### src/rtl/saes_pkg.sv
// Shared S-AES definitions for the key-schedule controller.
// Contents: key/byte/nibble widths, round constants, controller state
// encoding, and the 4-bit S-box substitution used by the g-function.
package saes_pkg;

  localparam int unsigned KEY_W  = 16;
  localparam int unsigned BYTE_W = 8;
  localparam int unsigned NIB_W  = 4;

  localparam logic [BYTE_W-1:0] RCON1 = 8'h80;
  localparam logic [BYTE_W-1:0] RCON2 = 8'h30;

  typedef enum logic [1:0] {
    ST_IDLE  = 2'b00,
    ST_EXP1  = 2'b01,
    ST_EXP2  = 2'b10,
    ST_READY = 2'b11
  } ksched_state_e;

  // S-AES nibble S-box
  function automatic logic [NIB_W-1:0] sub_nib(input logic [NIB_W-1:0] n);
    logic [NIB_W-1:0] s;
    case (n)
      4'h0: s = 4'h9;
      4'h1: s = 4'h4;
      4'h2: s = 4'hA;
      4'h3: s = 4'hB;
      4'h4: s = 4'hD;
      4'h5: s = 4'h1;
      4'h6: s = 4'h8;
      4'h7: s = 4'h5;
      4'h8: s = 4'h6;
      4'h9: s = 4'h2;
      4'hA: s = 4'h0;
      4'hB: s = 4'h3;
      4'hC: s = 4'hC;
      4'hD: s = 4'hE;
      4'hE: s = 4'hF;
      default: s = 4'h7;
    endcase
    return s;
  endfunction

endpackage

### src/rtl/saes_gfun.sv
// S-AES key-expansion g-function (combinational).
// Ports:
//   w     in  8  word to transform
//   rcon  in  8  round constant
//   gw_c  out 8  SubNib(RotNib(w)) ^ rcon
module saes_gfun
  import saes_pkg::*;
(
  input  logic [BYTE_W-1:0] w,
  input  logic [BYTE_W-1:0] rcon,
  output logic [BYTE_W-1:0] gw_c
);

  // Nibble rotation is folded into the output ordering
  assign gw_c = {sub_nib(w[3:0]), sub_nib(w[7:4])} ^ rcon;

endmodule

### src/rtl/saes_key_sched_ctrl.sv
// Sequential S-AES key-schedule controller. Accepts a 16-bit key over
// valid/ready and expands it into three round keys, one per cycle, through a
// single shared g-function. Rekeying is deferred while the core holds key_lock.
// Ports:
//   clk, rst_n    clock, synchronous active-low reset
//   key_in_valid  source offers key_in
//   key_in        cipher key {w0,w1}
//   key_in_ready  accept strobe (combinational)
//   key_lock      core is using the keys; blocks rekey when LOCK_EN=1
//   keys_valid    key0/key1/key2 complete and stable
//   key0..key2    round keys
//   busy          expansion in progress
//   exp_count     completed expansions, wraps modulo 2**CNT_W
module saes_key_sched_ctrl
  import saes_pkg::*;
#(
  parameter int unsigned CNT_W   = 8,
  parameter bit          LOCK_EN = 1'b1
)
(
  input  logic             clk,
  input  logic             rst_n,
  input  logic             key_in_valid,
  input  logic [KEY_W-1:0] key_in,
  output logic             key_in_ready,
  input  logic             key_lock,
  output logic             keys_valid,
  output logic [KEY_W-1:0] key0,
  output logic [KEY_W-1:0] key1,
  output logic [KEY_W-1:0] key2,
  output logic             busy,
  output logic [CNT_W-1:0] exp_count
);

  ksched_state_e     state;
  logic              accept_c;
  logic [BYTE_W-1:0] g_in_c;
  logic [BYTE_W-1:0] g_rcon_c;
  logic [BYTE_W-1:0] g_out_c;
  logic [BYTE_W-1:0] w_hi_c;
  logic [BYTE_W-1:0] new_hi_c;
  logic [BYTE_W-1:0] new_lo_c;

  // Ready only in a quiescent state and never while reset is asserted
  assign key_in_ready = rst_n && ((state == ST_IDLE) || (state == ST_READY))
                        && !(LOCK_EN && key_lock);
  assign accept_c     = key_in_valid && key_in_ready;
  assign busy         = (state == ST_EXP1) || (state == ST_EXP2);

  // Operand/rcon mux for the shared g-function: previous round key by state
  always_comb begin
    g_in_c   = key0[7:0];
    w_hi_c   = key0[15:8];
    g_rcon_c = RCON1;
    if (state == ST_EXP2) begin
      g_in_c   = key1[7:0];
      w_hi_c   = key1[15:8];
      g_rcon_c = RCON2;
    end
  end

  saes_gfun u_gfun (
    .w    (g_in_c),
    .rcon (g_rcon_c),
    .gw_c (g_out_c)
  );

  assign new_hi_c = w_hi_c ^ g_out_c;
  assign new_lo_c = new_hi_c ^ g_in_c;

  // Controller FSM, key registers and completion counter
  always_ff @(posedge clk) begin
    if (!rst_n) begin
      state      <= ST_IDLE;
      key0       <= '0;
      key1       <= '0;
      key2       <= '0;
      keys_valid <= 1'b0;
      exp_count  <= '0;
    end else begin
      case (state)
        ST_IDLE, ST_READY: begin
          if (accept_c) begin
            key0       <= key_in;
            keys_valid <= 1'b0;
            state      <= ST_EXP1;
          end
        end
        ST_EXP1: begin
          key1  <= {new_hi_c, new_lo_c};
          state <= ST_EXP2;
        end
        ST_EXP2: begin
          key2       <= {new_hi_c, new_lo_c};
          keys_valid <= 1'b1;
          exp_count  <= exp_count + CNT_W'(1);
          state      <= ST_READY;
        end
        default: state <= ST_IDLE;
      endcase
    end
  end

endmodule

### config.mk
export PLATFORM = sky130hd
export DESIGN_NAME = saes_key_sched_ctrl
export DESIGN_NICKNAME = d
export VERILOG_FILES = /design/src/rtl/saes_pkg.sv /design/src/rtl/saes_gfun.sv /design/src/rtl/saes_key_sched_ctrl.sv
export SDC_FILE = /design/constraint.sdc
export NUM_CORES = 1
export LEC_CHECK = 0
export CORE_ASPECT_RATIO = 0.5
export CORE_MARGIN = 2
export CORE_UTILIZATION = 65
export CTS_BUF_LIST = sky130_fd_sc_hd__clkbuf_8
export DETAILED_ROUTE_END_ITERATION = 10
export DONT_BUFFER_PORTS = 1
export GPL_TIMING_DRIVEN = 0
export PLACE_DENSITY = 0.78
export SLEW_MARGIN = 15
export SYNTH_ARGS = -nofsm -noshare
export SYNTH_HDL_FRONTEND = slang
export SYNTH_SLANG_ARGS = --single-unit
export TNS_END_PERCENT = 20
### constraint.sdc
create_clock -name clk -period 3.1 [get_ports clk]
set_input_delay 0.155 -clock clk [delete_from_list [all_inputs] [get_ports clk]]
set_output_delay 0.155 -clock clk [all_outputs]
set_load 0.01 [all_outputs]
# == After elaboration in Yosys (flattened, before gate mapping) ==
# Memories as Yosys holds them, arrays and structs flattened.
# Index checks and enable logic that the tools add are counted.
# Widths: inputs -> output; s select.
# word_totals
mem_bits_ro,128
memories,2
out_inout_bits,59
inputBits,20
ff_bits,59
# op_classes
bitwise_logic,3
n_eq_ne,4
add_sub_neg,1
n_mux,7
reduce_logical,11
# memory_table
memory,depth,word_bits,read_ports,rd_clocked_by_memory_dff,write_ports,line,rtl
(no name shown),16,4,1,0,0,saes_pkg.sv:23,case (n)
(no name shown),16,4,1,0,0,saes_pkg.sv:23,
# op_table
operator,n
$mux 8,3
$xor 8x8->8,3
$add 8x1->8 const B,1
$pmux 2 s3,1
$eq 2x2->1 const B,2
$reduce_and 2->1,2
$logic_and 1x1->1,3
$eq 2x1->1 const B,1
$logic_not 2->1,1
$logic_or 1x1->1,2
$mux 2,1
$ne 2x2->1 const B,1
$pmux 1 s2,1
$reduce_bool 2->1,1
$reduce_or 2->1,1
$logic_not 1->1,1
$mux 1,1

# == Logic depth before layout (Yosys ltp) ==
# logic_depth
ltp_word,7
ltp_mapped,12
ltp_nobuf,10

# == Modules after synthesis ==
# Synthesis repeated with hierarchy kept, for this count alone.
# hier_totals
cells_unflattened,370
area_unflattened_um2,3374.5
# modules_own_cells
module,cells_per_inst,n_inst,area_each_um2,seq_area_each_um2
saes_key_sched_ctrl,316,1,2894.0,1181.1
saes_gfun,54,1,480.5,0.0

# == Worst setup path before layout ==
# Ideal clock, no wire load.
# synth_timing
kind,register to register
start,reg state[0]
end,reg key2[6]
n_path_buf,2
path_slack_ns,0.457
arrival_ns,2.521
setup_ns,0.122
path_stages_with_launch,12
cell_sequence,dfxtp_1 > inv_1 > ha_1 > buf_6 > buf_8 > mux2i_2 > inv_2 > ha_1 > mux2_2 > a221oi_2 > nor3b_1 > o311a_1
# synth_between
elab_chain_cells,6
word_cells_on_any_way,7
cone_classes,1 x eq/ne; 2 x mux; 3 x bitwise; 1 x memory
# synth_lines
element,line,rtl
"start, declared",saes_key_sched_ctrl.sv:35,ksched_state_e state;
"start signal, assigned",saes_key_sched_ctrl.sv:74,state <= ST_IDLE;
"start signal, assigned",saes_key_sched_ctrl.sv:86,state <= ST_EXP1;
"start signal, assigned",saes_key_sched_ctrl.sv:91,state <= ST_EXP2;
$eq 2x2->1 (*),"saes_key_sched_ctrl.sv:55, saes_key_sched_ctrl.sv:81",
$mux 8,saes_key_sched_ctrl.sv:55,if (state == ST_EXP2) begin
$mem_v2 16x4,n/a,
$xor 8x8->8,saes_gfun.sv:15,"assign gw_c = {sub_nib(w[3:0]), sub_nib(w[7:4])} ^ rcon;"
$xor 8x8->8,saes_key_sched_ctrl.sv:68,assign new_hi_c = w_hi_c ^ g_out_c;
$xor 8x8->8,saes_key_sched_ctrl.sv:69,assign new_lo_c = new_hi_c ^ g_in_c;
"end signal, assigned",saes_key_sched_ctrl.sv:94,"key2 <= {new_hi_c, new_lo_c};"
"end, declared",saes_key_sched_ctrl.sv:30,"output logic [KEY_W-1:0] key2,"
# Every way passes the cells marked *; elsewhere a longest branch is shown, timed or not.
# A chain may end at the register's enable or synchronous reset.

# == Worst setup path after layout ==
# layout_timing
start,reg state[0]
end,reg key1[4]
# layout_between
word_cells_on_any_way,9
cone_classes,2 x eq/ne; 3 x mux; 3 x bitwise; 1 x memory
# layout_rtl
element,line,rtl
$eq 2x2->1,saes_key_sched_ctrl.sv:55,
$mux 8,saes_key_sched_ctrl.sv:55,
net g_rcon_c[4],saes_key_sched_ctrl.sv:38,logic [BYTE_W-1:0] g_rcon_c;
$xor 8x8->8,saes_gfun.sv:15,
$xor 8x8->8,saes_key_sched_ctrl.sv:68,
$xor 8x8->8,saes_key_sched_ctrl.sv:69,
"end signal, assigned",saes_key_sched_ctrl.sv:90,"key1 <= {new_hi_c, new_lo_c};"
"end, declared",saes_key_sched_ctrl.sv:29,"output logic [KEY_W-1:0] key1,"
# The timed path passes the listed nets, and every way through them passes these cells.

==> impl_metrics.yaml <==
timing:
  fin_hold_ws_ns: 0.136
  fin_ws_ns: 0.132
  hold_viol_final: 0
  worst_slew_pin_slew_ns: 0.715
  fin_crit_ns: 2.97
  period_share_pct: 95.8
  maxSlewHeadroom_pct: 52.3
  finalSetupViolCount: 0
  tns_ns: 0
  fmax_ghz: 0.337
  rsz0062_at_grt: "true"
  skew_ns: 0.00894
  slew_violations: 0
yosys:
  synth_edf_count: 0
  ys_ff_latch: 59
  netlist_area_um2: 3360
  syn-num-nets: 416
  synthCells: 391
  avgSynthCellArea_um2: 8.60
  ys.flop_type: "dfxtp_1"
  yosysSeqAreaShare_pct: 35.1
  synthArstFlopShare_pct: 0
  yosysUniqueCellTypes: 59
  ys_warn_count: 0
floorplanning:
  io_pins: 79
  die_area_um2: 5800
  chipWidth_um: 106
  num_rows: 18
  die_y_um: 54.9
  coreArea_um2: 4950
  initial_core_util_pct: 67.9
flow_run:
  max-cap-violations: 0
hold_path:
  hp-start: "rst_n"
  min_path_type: "in -> reg"
placement:
  dp_slack_ns: 0.109
  placed_area_um2: 3450
  dp_hpwl_um: 7390
  io_buffers: 0
  gp_congestion: 0.914
power_and_ir_drop:
  p_leak_nw: 1.45
  seqPwrFrac_pct: 34.1
  p_clk_share_pct: 16.0
  p_switching_mw: 1.85
  switching_share_pct: 47.2
  p_per_area_nw_per_um2: 1030
  internal_power_mw: 2.07
  power_frac_comb_pct: 49.9
  power.ir.vdd_worst_uv: 590
outcome:
  status: "complete, no violations"
cts:
  max-clock-path-buffers: 2
  clk_pin_slew_ns: 0.06
  clk_latency_ns: 0.35
  cts_tree: "done"
  clock_sinks: 59
  numCtsBuffers: 9
  htreeDepth: 3
  cts-root-buf: "clkbuf_8"
global_routing:
  met1_usage_pct: 49.7
  gr-total-overflow: 0
  top_usage_layer: "met2"
  grt_max_degree: 11
  met3_usage_pct: 11.7
  antenna_found_initial: 0
  grtUsageMet2_pct: 63.7
  grt_pass1_wl_um: 16400
  track_usage_pct: 38.7
  first_global_vias: 3182
worst_setup_path:
  r2r_start: "state[0]"
  startpoint_type: "register"
  crit_fanout: 10
  crit_start: "state[0]"
  arrival_ns: 3.20
  required_ns: 3.33
  cp-end-kind: "register"
  ff2ff_setup_slack_ns: 0.13
  path_class: "reg -> reg"
detailed_routing:
  wirelength_um: 11000
  drt-pass1-iter-count: 5
  drc_errors: 0
  vias: 3319
  drt_iter0_markers: 345
  ant_nets: 0
  vias_per_cell: 6.76
  wl_per_cell_um: 22.3
finish:
  final_nets: 443
  area_delta_synth_final_pct: 12.8
  layout-drive-gt1-share_pct: 12.8
  design_area_um2: 3790
  n_antenna_cell: 0
  fillCellCount: 345
[critical path: stages (launching register included)]
cell and delay [ns]:
dfxtp_1 0.36, inv_1 0.05, ha_1 0.20, buf_6 0.13, buf_8 0.16, mux2i_2 0.29, inv_2 0.13, ha_1 0.35
nor2_1 0.15, o21ai_0 0.16, a311oi_4 0.39, mux2i_1 0.14, a311o_1 0.33
[per-stage QoR]
step,util (%),cells,power [mW]
6_report,76.6,491,3.93
5_1_grt,76.6,491,4.11
4_1_cts,76.3,491,3.84
3_5_place_dp,69.7,461,3.20
3_3_place_gp,69.7,461,3.12
2_1_floorplan,-,391,2.73
[cell usage after synthesis, types with 2 or more instances]
library cell	number	area share, %
nand4_1	8	1.5
and2_1	4	0.74
dfxtp_1	59	35
a31oi_1	2	0.37
ha_1	5	1.9
o211a_1	2	0.60
clkbuf_1	15	1.7
inv_1	5	0.56
xnor2_1	10	2.6
nand3_1	30	4.5
inv_2	3	0.33
a311oi_1	2	0.52
a211oi_2	4	1.5
nor3_1	7	1.0
o21ai_1	5	0.74
xor2_1	7	1.8
nand2b_1	4	0.74
o211ai_1	5	1.1
mux2i_2	2	0.82
nor4_1	4	0.74
o21ai_0	18	2.7
or3_1	8	1.5
mux2_2	12	4.0
a21oi_1	20	3.0
mux2i_1	8	2.4
or2_2	2	0.37
a211oi_1	11	2.5
nand2_1	50	5.6
buf_1	3	0.33
a221o_1	2	0.60
a311o_1	2	0.60
nor2_1	28	3.1
mux2i_4	5	3.3
buf_2	2	0.30
and3b_1	2	0.52
o2111ai_1	2	0.52
nor3b_1	3	0.67
and3_1	3	0.56
o31ai_1	4	0.89
nor2b_1	4	0.74
[power groups by stage]
stage               registers, mW  logic [mW]  clock network [mW]
finish                       1.34        1.96               0.629
global route                 1.37        2.09               0.652
CTS                          1.33        1.88               0.626
detailed placement           1.35        1.85                   0
global placement             1.34        1.79                   0
floorplan                    1.27        1.46                   0
[state kept, by name (all words and copies together), names as in the netlist]
name and count:
exp_count 8, key0 16, key1 16, key2 16, keys_valid 1, state 2
[metal layers]
layer | share of wire (%) | vias up
met3 | 11 | 37
met2 | 43 | 245
li1 | - | 1486
met1 | 43 | 1551
met5 | 0 | -
met4 | 2.2 | 0
[final cells by class]
cell class	count	area [um^2]	share of cell area, %
sequential	59	1180	31.1
timing repair buffer	16	160	4.22
clock buffer	11	151	3.99
buffer	22	104	2.74
clock inverter	3	15.0	0.396
inverter	9	33.8	0.890
multi-input combinational	301	2060	54.3
tap	70	87.6	2.31
[cells by family after synthesis]
logic type	Yosys count	synth area share [%]
AOI/OAI and AO/OA	88	19.3
and+or+nand+nor	162	23.7
buffers and inverters	31	4.09
muxes	28	10.9
xor gates and xnor gates	18	5.09
adders and majority gates	5	1.86
DFF	59	35.1
[repair_timing]
action	in CTS	in global routing
hold buffers	16	0
endpoints found under the setup margin	0	3
buffers inserted	0	0
endpoints found under the hold margin	16	0
gates resized for setup	0	2
[path summary, 6_finish.rpt]
check / to / cells after the start
hold / removal: key1[12] / 2
setup reg to reg: key1[4] / 12
setup / recovery: key1[4] / 12
hold reg to reg: state[1] / 2
[placed cells by master, fill, tap and decap left out, types with 5 or more instances in the layout]
cell,instances
nand4_1,8
o21ai_1,5
mux2i_1,8
dfxtp_1,59
a21oi_1,20
xor2_1,7
a211oi_1,11
nor3_1,6
mux2i_4,5
xnor2_1,10
nor2_1,28
ha_1,5
o211ai_1,5
clkbuf_8,11
clkbuf_1,15
dlygate4sd3_1,16
nand2_1,50
nand3_1,30
o21ai_0,18
or3_1,8
mux2_2,12
inv_1,5
Power figures use the tool's default switching activity.
